[src/rtl/loop_nest_counter.sv]
// loop_nest_counter
//   Stallable, multi-dimensional loop-nest iteration generator. It sits
//   between the schedule controller and the datapath/SRAM address generators.
//   A start in IDLE latches the run-time trip counts. One iteration is then
//   issued at most every II clocks, in odometer order with dim 0 innermost.
//   Each issue presents the full index vector. The final issue is flagged
//   with last, and done pulses once when the nest is complete.
//
// Parameters
//   DIMS  number of loop dimensions (dim 0 varies fastest)
//   W     width of each trip count and index (unsigned)
//   II    minimum clocks between issues, >= 1
//
// Ports
//   clk    clock, all state updates on posedge
//   rst    synchronous, active-high reset
//   start  one-cycle request to begin a nest, honoured only in IDLE
//   trip   trip counts, dim d at [d*W +: W], sampled on an accepted start
//   stall  downstream not ready; blocks issue but not the II gap countdown
//   valid  an iteration is issued this cycle
//   idx    index vector of the current iteration, dim d at [d*W +: W]
//   last   valid on the final iteration of the nest
//   busy   a nest is in progress
//   done   one-cycle pulse after the final issue or after a zero-trip start

module loop_nest_counter #(
  parameter int DIMS = 2,
  parameter int W    = 16,
  parameter int II   = 1
) (
  input  logic              clk,
  input  logic              rst,
  input  logic              start,
  input  logic [DIMS*W-1:0] trip,
  input  logic              stall,
  output logic              valid,
  output logic [DIMS*W-1:0] idx,
  output logic              last,
  output logic              busy,
  output logic              done
);

  localparam logic [0:0] ST_IDLE = 1'b0;
  localparam logic [0:0] ST_RUN  = 1'b1;

  // The gap counter only ever holds values up to II-1.
  localparam int            GW         = (II > 1) ? $clog2(II) : 1;
  localparam logic [GW-1:0] GAP_RELOAD = GW'(II - 1);

  logic [0:0]        state_q, state_d;
  logic [DIMS*W-1:0] idx_q, idx_d;
  logic [DIMS*W-1:0] trip_q, trip_d;
  logic [GW-1:0]     gap_q, gap_d;
  logic              done_q, done_d;

  logic [DIMS-1:0]   at_end;
  logic              all_end;
  logic              trip_zero;
  logic [DIMS*W-1:0] idx_next;

  // Per-dimension wrap flags against the latched trips, and a zero-trip test
  // on the live trip input so that a start can be rejected before latching.
  always_comb begin
    at_end    = '0;
    trip_zero = 1'b0;
    for (int d = 0; d < DIMS; d++) begin
      at_end[d] = (idx_q[d*W +: W] == (trip_q[d*W +: W] - W'(1)));
      if (trip[d*W +: W] == '0) begin
        trip_zero = 1'b1;
      end
    end
    all_end = &at_end;
  end

  // Odometer increment: a dimension that sits at trip-1 wraps to zero and
  // passes the carry upward. The first dimension that does not wrap absorbs it.
  always_comb begin
    logic carry;
    idx_next = idx_q;
    carry    = 1'b1;
    for (int d = 0; d < DIMS; d++) begin
      if (carry) begin
        if (at_end[d]) begin
          idx_next[d*W +: W] = '0;
        end else begin
          idx_next[d*W +: W] = idx_q[d*W +: W] + W'(1);
          carry              = 1'b0;
        end
      end
    end
  end

  assign valid = (state_q == ST_RUN) && (gap_q == '0) && !stall;
  assign last  = valid && all_end;
  assign busy  = (state_q == ST_RUN);
  assign done  = done_q;
  assign idx   = idx_q;

  // Next-state logic. The gap counter runs down on its own, independent of
  // stall, so a stall during the gap does not stretch the II spacing. Only a
  // stall at gap==0 delays an issue.
  always_comb begin
    state_d = state_q;
    idx_d   = idx_q;
    trip_d  = trip_q;
    gap_d   = (gap_q != '0) ? gap_q - GW'(1) : gap_q;
    done_d  = 1'b0;

    case (state_q)
      ST_IDLE: begin
        if (start) begin
          if (trip_zero) begin
            done_d = 1'b1;
          end else begin
            trip_d  = trip;
            idx_d   = '0;
            gap_d   = '0;
            state_d = ST_RUN;
          end
        end
      end
      ST_RUN: begin
        if (valid) begin
          if (all_end) begin
            state_d = ST_IDLE;
            idx_d   = '0;
            gap_d   = '0;
            done_d  = 1'b1;
          end else begin
            idx_d = idx_next;
            gap_d = GAP_RELOAD;
          end
        end
      end
      default: begin
        state_d = ST_IDLE;
      end
    endcase
  end

  always_ff @(posedge clk) begin
    if (rst) begin
      state_q <= ST_IDLE;
      idx_q   <= '0;
      trip_q  <= '0;
      gap_q   <= '0;
      done_q  <= 1'b0;
    end else begin
      state_q <= state_d;
      idx_q   <= idx_d;
      trip_q  <= trip_d;
      gap_q   <= gap_d;
      done_q  <= done_d;
    end
  end

endmodule

[config.mk]
export PLATFORM = sky130hd
export DESIGN_NAME = loop_nest_counter
export DESIGN_NICKNAME = d
export VERILOG_FILES = /design/src/rtl/loop_nest_counter.sv
export SDC_FILE = /design/constraint.sdc
export NUM_CORES = 1
export LEC_CHECK = 0
export BUFFER_PORTS_ARGS = -buffer_cell sky130_fd_sc_hd__buf_2
export CAP_MARGIN = 40
export CORE_UTILIZATION = 60
export DETAILED_ROUTE_END_ITERATION = 16
export PLACE_DENSITY = 0.84
export SLEW_MARGIN = 20
export SYNTH_ARGS = -nofsm -noshare
export SYNTH_HDL_FRONTEND = slang
export SYNTH_SLANG_ARGS = --single-unit
[constraint.sdc]
create_clock -name clk -period 8.6 [get_ports clk]
set_input_delay 0.43 -clock clk [delete_from_list [all_inputs] [get_ports clk]]
set_output_delay 0.43 -clock clk [all_outputs]
set_load 0.05 [all_outputs]
==> metrics.yaml <==
outcome: "completed"
cts_tree: "done"
ir_drop_uv: 98.7
synth_cells: 503
synth_common_cells: "dfxtp_1 (66), nor2_1 (60), mux2i_1 (36)"
synth_area_mm2: 0.00423
area_delta_synth_final_pct: 12.6
die_w_um: 85.9
hp-class: "input port to register"
min_period_over_period: 0.472
diodes: 0
reg2reg_depth: 10
cts_buffers: 9
cts_hold_buf: 0
nNetsFinal: 596
fmax_ghz: 0.246
cts_setup_buffers: 0
cap_violations: 0
period_minus_slack_ns: 4.06
io_pins: 72
coreArea_mm2: 0.00679
ys_seq_elements: 66
worst-slew-pin-transition_ns: 0.764
cts.htree.levels: 3
final_layout_size_suffix_gt1_frac: 0.198
holdPathEnd: "trip_q[18]"
setup_viol: 0
grt_max_degree: 43
clkPwrFrac: 0.346
r2r_start: "trip_q[0]"
finalClockSkew_ns: 0.00727
p_leak_nw: 2.00
holdPathStages: 3
power.internal_uw: 530
yosysMostFrequentCell: "dfxtp_1"
num_vias: 4067
seqPwrFrac: 0.444
clockBufferDepth: 2
portBuffers: 71
grt_use_total: 0.303
critPathKind: "register to primary output"
crit_path_max_fanout: 6
yosys_warnings: 0
report.final.hold_viol_count: 0
cts_resized: 0
cts.clk_slew.worst_paths_ns: 0.07
placed_cell_area_mm2: 0.00456
gp_congestion: 0.963
totalPowerFinal_uw: 761
synth_top_area_cell: "dfxtp_1"
netSwitchingFraction: 0.304
netlist_top_cells_area: "dfxtp_1 (31%), mux2i_1 (8.5%), xnor2_1 (6.2%)"
avgSynthCellArea_um2: 8.40
die_area_mm2: 0.00738
grt_overflow: 0
drc: 0
slew_headroom: 0.489
viasPerCell: 6.19
start_kind: "register"
root_buffer: "clkbuf_8"
required_ns: 8.17
min-delay-start: "trip[18]"
power_frac_comb: 0.210
die_h_um: 85.9
syn_nets: 543
worst_setup_path_end_kind: "primary output"
drt_iter0_drc: 219
antenna_found_initial: 0
routed_wl_um: 10600
p_sw_uw: 231
rows: 30
seq_area_frac_synth: 0.313
synth-edff-count: 0
final.setup.tns_ns: 0
avgRoutedWirePerCell_um: 16.2
dr.pass1.iters: 5
power_density_mw_per_mm2: 160
hpwl_um: 7820
grt_pass1_vias: 3739
fin_area_mm2: 0.00476
reg2reg_slack_ns: 4.77
ys_types: 68
rsz0062_at_grt: "no"
r2r-end: "idx[29]"
clk_latency_ns: 0.34
clkSinkCount: 66
grt_pass1_wl_um: 17700
drtAntennaViolNets: 0
initial_utilization: 0.622
synth_top_area_share: 0.313
synthArstFlopShare: 0
cp.arrival_ns: 3.63
yosys_most_used_dff: "dfxtp_1"
maxSlewViolCount: 0
==> stage by stage <==
step	std cells	setup WS (ns)	hold WS [ns]	util
final	657	4.54	0.329	0.700
after global routing	657	4.41	0.335	0.700
after CTS	656	4.58	0.327	0.700
after detailed placement	640	4.86	0.513	0.671
after global placement	639	5.03	0.505	0.670
after floorplan	503	4.36	0.484	-
==> worst max path at each step <==
stage	from	endpoint	slack, ns	cells past startpoint
global route	trip_q[0]	last	4.41	10
CTS	trip_q[0]	last	4.58	10
floorplan	trip_q[0]	last	4.36	9
detailed placement	trip_q[0]	idx[29]	4.86	10
finish	trip_q[0]	last	4.54	10
global placement	trip_q[0]	idx[29]	5.03	10
==> per-layer routing <==
| metal | vias to the layer above | GRT usage | wire length, um |
|---|---|---|---|
| met5 | - | 0 | 0 |
| met3 | 35 | 0.0549 | 557 |
| met2 | 161 | 0.542 | 5450 |
| li1 | 1941 | - | - |
| met4 | 0 | 0.130 | 291 |
| met1 | 1930 | 0.353 | 4320 |
==> cell families after synthesis <==
| logic type | after synthesis | share of synthesized area |
|---|---|---|
| AO/OA/AOI/OAI | 90 | 0.171 |
| multiplexers | 36 | 0.0853 |
| XOR/XNOR | 51 | 0.106 |
| flip-flops | 66 | 0.313 |
| AND/OR/NAND/NOR | 211 | 0.265 |
| adder cells (fa/ha/maj) | 4 | 0.0118 |
| buffers and inverters | 45 | 0.0486 |
==> power groups by stage <==
stage	Clock, mW	Combinational [mW]	Sequential (mW)
3_5_place_dp	0	0.155	0.344
6_report	0.263	0.160	0.338
2_1_floorplan	0	0.125	0.339
5_1_grt	0.280	0.175	0.340
4_1_cts	0.264	0.157	0.337
3_3_place_gp	0	0.151	0.343
==> area by class of cell <==
class | instances | area [um^2]
Tap cell | 96 | 120
Sequential cell | 66 | 1320
Clock inverter | 4 | 51.3
Fill cell | 570 | 2040
Clock buffer | 12 | 145
Timing Repair Buffer | 74 | 373
Inverter | 13 | 48.8
Multi-Input combinational cell | 392 | 2700
==> flip-flops by register name, indices dropped and copies added (netlist names) <==
name	count
busy	1
done	1
idx	32
trip_q	32
==> critical path: stages (launching register included) <==
cell	delay [ns]
dfxtp_1	0.36
inv_1	0.07
ha_1	0.26
or4b_4	0.50
or3_1	0.38
a2111oi_1	0.41
nand4_1	0.23
nor2_1	0.21
nand2_1	0.11
nor4_1	0.40
buf_2	0.35
==> layout by cell type, fill, tap and decap left out, types with 4 or more instances in the layout <==
cell      netlist  routed
xnor2_1        30      30
mux2i_1        36      36
nand2b_1        6       6
o21ai_1         5       5
xor2_1         21      21
nor3_1         18      18
nor4_1         15      15
o211ai_1        6       6
nand2_1        33      33
dfxtp_1        66      66
and3_1          5       5
or3_1          12      12
nand4_1        16      16
o21ai_0        17      17
a21oi_1        12      12
o31ai_2         7       7
or2_2           4       4
buf_2           2      72
and2_1          4       4
nor2_1         60      60
clkbuf_8        0      10
inv_1          13      13
nand3_1        12      12
o31ai_1         5       5
nand3b_1        8       8
ha_1            4       4
Note: power is estimated with default switching activity, not from simulation.
